`src/rtl/demux_deser.sv`:
```
// demux_deser -- serial-to-parallel frame assembler (1:4 demultiplexer).
//
// Accepts one WIDTH-bit sample per din_valid cycle and places it into slot
// lane_sel of a 4-lane shadow register. When the sample for lane 3 is
// accepted, the complete frame is loaded into dout on that edge and
// dout_valid pulses for one cycle. sync=1 on an accepted sample restarts
// the frame at lane 0 and discards any partial frame.
//
// Optional feature (macro DEMUX_ERR_EN): sync_err / err_cnt report sync
// markers that arrive while a frame is partially assembled.
//
// Ports:
//   clk         in   clock, rising edge
//   rst_n       in   synchronous active-low reset
//   din         in   [WIDTH]    serial sample
//   din_valid   in   sample qualifier
//   sync        in   frame alignment marker (qualified by din_valid)
//   dout        out  [4*WIDTH]  assembled frame, lane k at [k*WIDTH +: WIDTH]
//   dout_valid  out  one-cycle pulse on new dout
//   lane_sel    out  [2]        slot for the next accepted sample
//   sync_err    out  sticky misalignment flag       (DEMUX_ERR_EN only)
//   err_cnt     out  [8] saturating misalign count  (DEMUX_ERR_EN only)

module demux_deser #(
  parameter int WIDTH = 1
) (
  input  logic               clk,
  input  logic               rst_n,
  input  logic [WIDTH-1:0]   din,
  input  logic               din_valid,
  input  logic               sync,
  output logic [4*WIDTH-1:0] dout,
  output logic               dout_valid,
  output logic [1:0]         lane_sel
`ifdef DEMUX_ERR_EN
  ,
  output logic               sync_err,
  output logic [7:0]         err_cnt
`endif
);

  logic [3:0][WIDTH-1:0] shadow;
  logic [3:0][WIDTH-1:0] frame;

  // Shadow contents with the current sample merged into its slot; this is
  // both the next shadow value and, on a lane-3 accept, the full frame.
  always_comb begin
    frame           = shadow;
    frame[lane_sel] = din;
  end

  always_ff @(posedge clk) begin
    if (!rst_n) begin
      lane_sel   <= '0;
      shadow     <= '0;
      dout       <= '0;
      dout_valid <= 1'b0;
    end else begin
      dout_valid <= 1'b0;
      if (din_valid) begin
        if (sync) begin
          // Realign: sample is lane 0, even if lane 3 was expected.
          shadow[0] <= din;
          lane_sel  <= 2'd1;
        end else begin
          shadow   <= frame;
          lane_sel <= lane_sel + 2'd1;
          if (lane_sel == 2'd3) begin
            dout       <= frame;
            dout_valid <= 1'b1;
          end
        end
      end
    end
  end

`ifdef DEMUX_ERR_EN
  always_ff @(posedge clk) begin
    if (!rst_n) begin
      sync_err <= 1'b0;
      err_cnt  <= '0;
    end else if (din_valid && sync && (lane_sel != 2'd0)) begin
      sync_err <= 1'b1;
      if (err_cnt != 8'hFF) begin
        err_cnt <= err_cnt + 8'd1;
      end
    end
  end
`endif

endmodule

```
`config.mk`:
```
export PLATFORM = sky130hd
export DESIGN_NAME = demux_deser
export DESIGN_NICKNAME = d
export VERILOG_FILES = /design/src/rtl/demux_deser.sv
export SDC_FILE = /design/constraint.sdc
export NUM_CORES = 1
export LEC_CHECK = 0
export CORE_AREA = 5 5 42 44
export CTS_BUF_LIST = sky130_fd_sc_hd__clkbuf_8
export DETAILED_ROUTE_END_ITERATION = 16
export DIE_AREA = 0 0 47 49
export SYNTH_ARGS = -nofsm -noshare
export SYNTH_HDL_FRONTEND = slang
export SYNTH_SLANG_ARGS = --single-unit
```
`constraint.sdc`:
```
create_clock -name clk -period 1.4 [get_ports clk]
set_input_delay 0.35 -clock clk [delete_from_list [all_inputs] [get_ports clk]]
set_output_delay 0.35 -clock clk [all_outputs]
set_load 0.01 [all_outputs]
```
-- After elaboration in Yosys (flattened, before gate mapping)
Cells that the tools add are included.
- add/sub/neg operators: 1
- $mul: 0
- div/mod/pow operators: 0
- order comparisons: 2
- equal/unequal tests: 1
- shift operators: 0
- muxes and demuxes: 6
- bitwise operators: 3
- reductions and logical operators: 4
- operators by type and width (operator ; number):
    $bwmux W4 ; 1
    $lt A2 B3 Y1 const B ; 1
    $mux W1 ; 3
    $not A1 Y1 ; 3
    $reduce_and A3 Y1 ; 1
    $reduce_or A3 Y1 ; 1
    $add A2 B1 Y2 const B ; 1
    $demux W1 S2 ; 1
    $eq A2 B2 Y1 const B ; 1
    $ge A2 B1 Y1 const B ; 1
    $mux W2 ; 1
    $reduce_and A2 Y1 ; 1
    $logic_and A1 B1 Y1 ; 1
- flip-flop bits (word level): 11
- latch bits: 0
- memory bits (writable): 0
- memory bits (read-only): 0
- input port bits: 5
- output and inout port bits: 7
- logic and storage cells: 24
- memories kept: 0

-- Depth between registers and ports, before layout
Gate-level depths: netlist of the first run.
- word-level depth: 6
- gate-level depth with buffers: 5
- depth with buffers taken out: 5

-- Worst setup path before layout of the first run
OpenSTA, ideal clock, no wires.
- path type: reg2reg
- start: register lane_sel[0]
- end: register dout[0]
- setup time: 0.116 ns
- arrival: 1.041 ns
- required time: 1.284 ns
- path slack: 0.243 ns
- stages on the path, launching flop included: 5
- path buffers: 1
- period minus slack after synthesis: 1.157 ns
- path through: dfxtp_1 > ha_1 > and3b_1 > buf_6 > o211a_1
- word-level cells in the longest chain between the ends: 5
- elaborated cells between the ends (all ways): 8
- those cells by class: 2 x order compare; 1 x eq/ne; 3 x mux; 2 x reduce/logical
- ends and longest elaborated chain (element ; line ; source):
    from (decl) ; 34 ; output logic [1:0] lane_sel
    from (signal assigned) ; 67 ; lane_sel <= lane_sel + 2'd1;
    $lt A2 B3 Y1 (implied by the code) or $ge A2 B1 Y1 (tied branches) ; 49 ; frame[lane_sel] = din;
    $logic_and A1 B1 Y1 (implied by the code) ; 49 ;
    $mux W1 (implied by the code) ; 49 ;
    $demux W1 S2 ; 49 ;
    $bwmux W4 ; 49 ;
    to (signal assigned) ; 69 ; dout <= frame;
    to (decl) ; 32 ; output logic [4*WIDTH-1:0] dout,
Parallel ways exist; a longest one is shown, timed or not.
A chain may end at the register's enable or synchronous reset.

-- Final worst setup path of the first run
- start: input port din_valid
- end: register dout[0]
- word-level cells in the longest chain between the ends: 1
- ends and longest elaborated chain (element ; line ; source):
    from (decl) ; 30 ; input logic din_valid,
    $reduce_and A3 Y1 (no line) ; -- ;
No other way between the ends.

==> summary.txt, run 1 <==
Placed design
  • HPWL after DPL: 711 um
  • Final GP Congestion: 0.708
  • Placed inst area: between 600 and 700 um^2
  • Input/output buffers: 11

Route
  • Routed vias: 384
  • Iteration-0 DRC Markers: 5
  • Drt via density: 4.74
  • Wire length per cell: roughly 12 um
  • Total routed wirelength: roughly 940 um
  • Count of antenna-violating nets left after detailed routing: 0
  • DRC violation count after routing: 0
  • Detailed Routing Iterations Pass 1: 4

Power and ir drop
  • Peak VDD IR: 0.503 mV
  • Flop pwr share: roughly 41%
  • Switching portion of total power: 20.8%
  • Switching power: between 150 and 200 uW
  • Pwr per Cell Area: around 1100 nW/um^2
  • Leakage: roughly 0.36 nW
  • Gate power share: 9.5%
  • Internal: 578 uW
  • Part of the power in the clock network: between 40% and 50%

Setup path
  • Kind of start point of the critical path: input port
  • CP top delay family: buffers and inverters
  • CP max stage cell: clkdlybuf4s50_1
  • Largest stage delay, worst path: around 530 ps
  • Type of the setup path with the least slack: in -> reg
  • CP Cell Sequence: clkdlybuf4s50_1 > and3b_1 > nand2_1 > o211a_1
  • Buffers plus inverters on the worst setup path: 1
  • Data arrival time of the worst path: 1410 ps
  • Setup slack, reg-to-reg: 210 ps
  • Req. time, crit path: 1520 ps
  • Kind of end point of the critical path: flop
  • Maximum net fanout on the critical path: 7

Global route
  • Most Crowded Layer GR: met2
  • Number of global-route vias before repair: slightly below 400
  • Number of antenna violations at the first check in global routing: 0
  • Global route overflow: 0
  • Maximum number of pins on one net before global-route repair: 8
  • Met1 Resource Use GR: around 13%
  • M2 GR Usage: approximately 14%
  • Global-route total usage across every layer: a little under a tenth
  • First-pass GRT wire length: 1650 um
  • GRT met3 Usage: about 1.1%

Synthesis
  • Register area share after synthesis: a little over two fifths
  • Number of synthesis warnings: 0
  • Flip-flop and latch count after synthesis: 10
  • Cell count after synthesis: between 40 and 50
  • Post-synth EDFFs: 0
  • Post-Synthesis Net Count: 57
  • Post-synthesis instance area: 472 um^2
  • Fraction of registers with async set or reset after synthesis: 0%
  • Netlist cell types: 19
  • Mean Syn Cell Area: approximately 10 um^2
  • Main flop type after synthesis: dfxtp_1

Clock network
  • Cell at the root of the clock tree: clkbuf_8
  • CTS tree: built
  • Number of clock sinks: 10
  • Maximum root-to-sink buffer count: 2
  • Clock transition at the registers of the reported paths: 50 ps
  • Number of H-tree levels: 1
  • Number of hold buffers added after cts: 0
  • Clock network latency to the later pin of the worst-skew pair: 230 ps
  • CTS buffer count: 3

Timing
  • Headroom to the max-slew limit: 85.3%
  • Final hold viol count: 0
  • Hold Worst Slack: about 460 ps
  • Worst clock skew: roughly 3.2 ps
  • Max frequency: between 700 and 800 MHz
  • Worst-Margin Slew: 218 ps
  • Total count of max-transition violations in the final report: 0
  • Number of setup violations in the final report: 0
  • Setup repair after global routing missed its margin: no
  • Share of the clock period used by the worst path after layout: between 90% and 100%
  • Post-layout min period: 1290 ps

Die
  • Y dimension of the die: roughly 49 um
  • Area of the die: about 2300 um^2
  • Area of the core: roughly 1400 um^2
  • Count of standard-cell rows: 14
  • Ports: 12
  • Initial Utilization: between 30% and 40%
  • Overall die width: around 47 um

Layout
  • Number of diodes added for antenna fixing: 0
  • Layout cells sized above 1: between 15 and 20%
  • Most common cell after layout, fill and taps aside: dfxtp_1
  • Synthesis-to-finish area growth: 40.6%
  • Area of all placed cells without fillers: between 600 and 700 um^2
  • Commonest cells after routing, fill and taps aside: dfxtp_1 (9), nand2_1 (8), dlygate4sd2_1 (7), mux2i_1 (5)
  • Layout net count: 75

Status
  • Status: finished clean

Worst hold path
  • Min-Delay Path Class: reg -> reg

Job
  • Max-Cap Viols: 0
layer usage:
metal  up-vias  wire length, um
met5         -                0
met4         0               10
met3         2               21
met2         5              445
met1       179              458
li1        198                -
registers in the layout (all words and copies together), names as in the netlist:
register / flops
dout: 4
lane_sel: 2
shadow: 3
dout_valid: 1
cell usage after synthesis, types with 3 or more instances:
library cell  instances  area (um^2)
inv_1                 3         11.3
nand2_1               8         30.0
ha_1                  4         50.1
dfxtp_1              10          200
mux2i_1               5         50.1
o211a_1               3         30.0
o21ai_0               3         15.0
power by group through the flow:
stage	Combinational (mW)	Sequential [mW]	Clock [mW]
floorplan	0.0330	0.305	0
global placement	0.0715	0.304	0
detailed placement	0.0722	0.304	0
CTS	0.0706	0.299	0.365
global route	0.0769	0.300	0.378
finish	0.0697	0.299	0.361
final cells by class:
| cell class | count | area [um^2] |
|---|---|---|
| clock buffer | 4 | 55.1 |
| timing repair buffer | 15 | 131 |
| multi-input combinational | 33 | 244 |
| fill | 145 | 738 |
| sequential | 10 | 201 |
| inverter | 3 | 11.3 |
| tap | 16 | 20.0 |
through the flow:
step                      TNS, ps  total power, mW  util (%)  std cells  worst slack [ps]
after floorplan                 0            0.338         -         48               243
after global routing            0            0.755      47.3         81              29.9
after global placement       -564            0.375      43.9         77              -108
after CTS                       0            0.735      47.3         81               108
final                           0            0.730      47.3         81               112
after detailed placement     -727            0.377      43.9         77              -128
what timing repair did:
| action | CTS | global route |
|---|---|---|
| setup buffers | 0 | 0 |
| endpoints found under the hold margin | 0 | 0 |
| setup endpoints to repair | 7 | 0 |
| gates resized for setup | 8 | 0 |
worst paths after layout:
check | from | end | cells after the start
min reg2reg | shadow[2] | shadow[2] | 2
min | shadow[2] | shadow[2] | 2
max | din_valid | dout[0] | 4
max reg2reg | lane_sel[1] | dout[0] | 4
kinds of logic after synthesis:
kind of cell               count (synthesis)  share of synthesized area, %
adders and majority gates                  4                          10.6
DFF                                       10                          42.4
buffers and inverters                      5                          5.83
and+or+nand+nor                           15                          15.9
muxes                                      5                          10.6
AOI/OAI and AO/OA                          9                          14.6
worst reg2reg max path, delay by kind of cell, from the launching register on:
| kind | cells | cell delay [ps] |
|---|---|---|
| DFF | 1 | 380 |
| and+or+nand+nor | 2 | 390 |
| adders and majority gates | 1 | 200 |
| AOI/OAI and AO/OA | 1 | 130 |
Note: power is estimated with default switching activity, not from simulation.
==> run 2, diff against run 1 <==
CTS_BUF_LIST = default   (was sky130_fd_sc_hd__clkbuf_8)
RECOVER_POWER = 25   (was default)
==> run 2 against run 1 <==
Worst setup slack is essentially flat; sequential share of layout area is 0.88 points higher; maximum frequency hardly changed; utilization is 1.3 points lower; die area unchanged; cell area decreased by 2.8%; sequential power hardly changed; hold slack gained 3.5 ps; largest power group is now sequential cells; highest routed layer unchanged; final cell count stayed put; critical endpoint is now lane_sel[1]; global-route usage grew 0.56 points.
==> summary.txt, run 2 (same netlist as run 1, synthesis figures left out) <==
Die
  • Count of standard-cell rows: 14 (unchanged)
  • Initial Utilization: 33.7% (unchanged)
  • Y dimension of the die: 49 um (unchanged)
  • Area of the core: 1400 um^2 (unchanged)
  • Ports: 12 (unchanged)
  • Overall die width: 47 um (unchanged)
  • Area of the die: 2300 um^2 (unchanged)

Placed design
  • HPWL after DPL: 711 um (unchanged)
  • Input/output buffers: 11 (unchanged)
  • Worst setup slack before clock tree synthesis: -128 ps (unchanged)
  • Final GP Congestion: 0.708 (unchanged)

Clock network
  • CTS buffer count: 3 (unchanged)
  • Setup bufs post-CTS: 0 (unchanged)
  • Clock transition at the registers of the reported paths: 70 ps (+20 ps)
  • Number of hold buffers added after cts: 0 (unchanged)
  • Number of H-tree levels: 1 (unchanged)
  • Clock network latency to the later pin of the worst-skew pair: 270 ps (+40 ps)
  • Cell at the root of the clock tree: clkbuf_4
  • Maximum root-to-sink buffer count: 2 (unchanged)
  • Number of clock sinks: 10 (unchanged)
  • CTS tree: built

Power and ir drop
  • Part of the power in the clock network: 42.4% (-7.1 points)
  • Flop pwr share: 46.8% (+5.8 points)
  • Sum of internal, switching and leakage power: 637 uW (-13%)
  • Switching power: 150 uW (-1.5%)
  • Pwr per Cell Area: 988 nW/um^2 (-10%)
  • Internal: 487 uW (-16%)
  • Peak VDD IR: 0.484 mV (-3.7%)
  • Switching portion of total power: 23.5% (+2.7 points)
  • Leakage: 0.349 nW (-2.1%)
  • Gate power share: 10.8% (+1.3 points)

Layout
  • Flip-flop count of the largest register after layout: 4 (unchanged)
  • Most common cell after layout, fill and taps aside: dfxtp_1
  • Largest regs: dout (4), shadow (3), lane_sel (2)
  • Layout net count: 75 (unchanged)
  • Number of diodes added for antenna fixing: 0 (unchanged)
  • Synthesis-to-finish area growth: 36.6%
  • Fin util: 46.0% (-1.3 points)
  • Commonest cells after routing, fill and taps aside: dfxtp_1 (9), nand2_1 (8), dlygate4sd2_1 (7), mux2i_1 (5)
  • Register name with the most flops: dout
  • Layout cells sized above 1: 15.4% (unchanged)

Setup path
  • CP top delay family: flip-flops
  • Maximum net fanout on the critical path: 4 (-3)
  • Kind of start point of the critical path: flop
  • Data arrival time of the worst path: 940 ps (-470 ps)
  • Type of the setup path with the least slack: reg -> out
  • Buffers plus inverters on the worst setup path: 1 (unchanged)
  • CP Cell Sequence: dlygate4sd2_1
  • Req. time, crit path: 1050 ps (-470 ps)
  • Kind of end point of the critical path: output port
  • CP max stage cell: dfxtp_1
  • Largest stage delay, worst path: 380 ps (-150 ps)

Timing
  • Share of the clock period used by the worst path after layout: 92.0% (about the same)
  • Number of setup violations in the final report: 0 (unchanged)
  • Worst-Margin Slew: 219 ps (+1.83 ps)
  • Headroom to the max-slew limit: 85.2% (-0.12 points)
  • Hold Worst Slack: 463 ps (+3.55 ps)
  • Max frequency: 776 MHz (about the same)
  • Total count of max-transition violations in the final report: 0 (unchanged)
  • Worst clock skew: 2.66 ps (-0.542 ps)
  • Final hold viol count: 0 (unchanged)
  • Setup repair after global routing missed its margin: no
  • Final worst slack: 112 ps (-0.318 ps)
  • Post-layout min period: 1290 ps (+0.318 ps)
  • Setup TNS: 0 ps (unchanged)

Route
  • DRC violation count after routing: 0 (unchanged)
  • Count of antenna-violating nets left after detailed routing: 0 (unchanged)
  • Total routed wirelength: 950 um (+1.5%)
  • Routed vias: 390 (+1.6%)
  • Detailed Routing Iterations Pass 1: 2 (-2)
  • Drt via density: 4.81 (+1.6%)
  • Wire length per cell: 11.7 um (+1.5%)
  • Iteration-0 DRC Markers: 4 (-1)

Status
  • Status: finished clean

Job
  • Max-Cap Viols: 0 (unchanged)

Global route
  • Maximum number of pins on one net before global-route repair: 8 (unchanged)
  • Number of global-route vias before repair: 385 (unchanged)
  • Global-route total usage across every layer: 10.1% (+0.56 points)
  • Global route overflow: 0 (unchanged)
  • First-pass GRT wire length: 1660 um (+0.79%)
  • Number of antenna violations at the first check in global routing: 0 (unchanged)

Worst hold path
  • Min-Delay Path Class: reg -> reg
## run 2: power groups by stage
stage	Sequential [mW]	Combinational, mW	Clock, mW
floorplan	0.305	0.0330	0
global placement	0.304	0.0715	0
detailed placement	0.304	0.0722	0
CTS	0.298	0.0701	0.273
global route	0.299	0.0764	0.283
finish	0.298	0.0691	0.270
## run 2: worst paths after layout
check / startpoint / to / slack, ps / cells past startpoint
setup / recovery: lane_sel[1] / lane_sel[1] / 110 / 1
hold / removal: shadow[2] / shadow[2] / 460 / 2
setup reg to reg: lane_sel[1] / dout[0] / 200 / 4
hold reg to reg: shadow[2] / shadow[2] / 460 / 2
## run 2: final cells by class
type,count,area (um^2)
fillers,146,757
multi-input cells,33,244
flip-flops and latches,10,201
repair buffers,15,131
clock buffers,4,36.3
well taps,16,20.0
inverters,3,11.3
## run 2: through the flow
step,instances,instance area [um^2]
floorplan,48,472
global placement,77,616
detailed placement,77,616
CTS,81,644
global route,81,644
finish,81,644
## run 2: routing by layer
metal / wire [um] / GRT usage, % / part of all wire [%]
met4: 42 / 8.29 / 4.4
met5: 0 / 0 / 0
met1: 445 / 12.6 / 47
met2: 423 / 14.0 / 45
met3: 38 / 2.21 / 4.0
## run 2: timing repair
action	CTS	global route
setup endpoints to repair	7	0
endpoints found under the hold margin	0	0
resized for setup	8	0
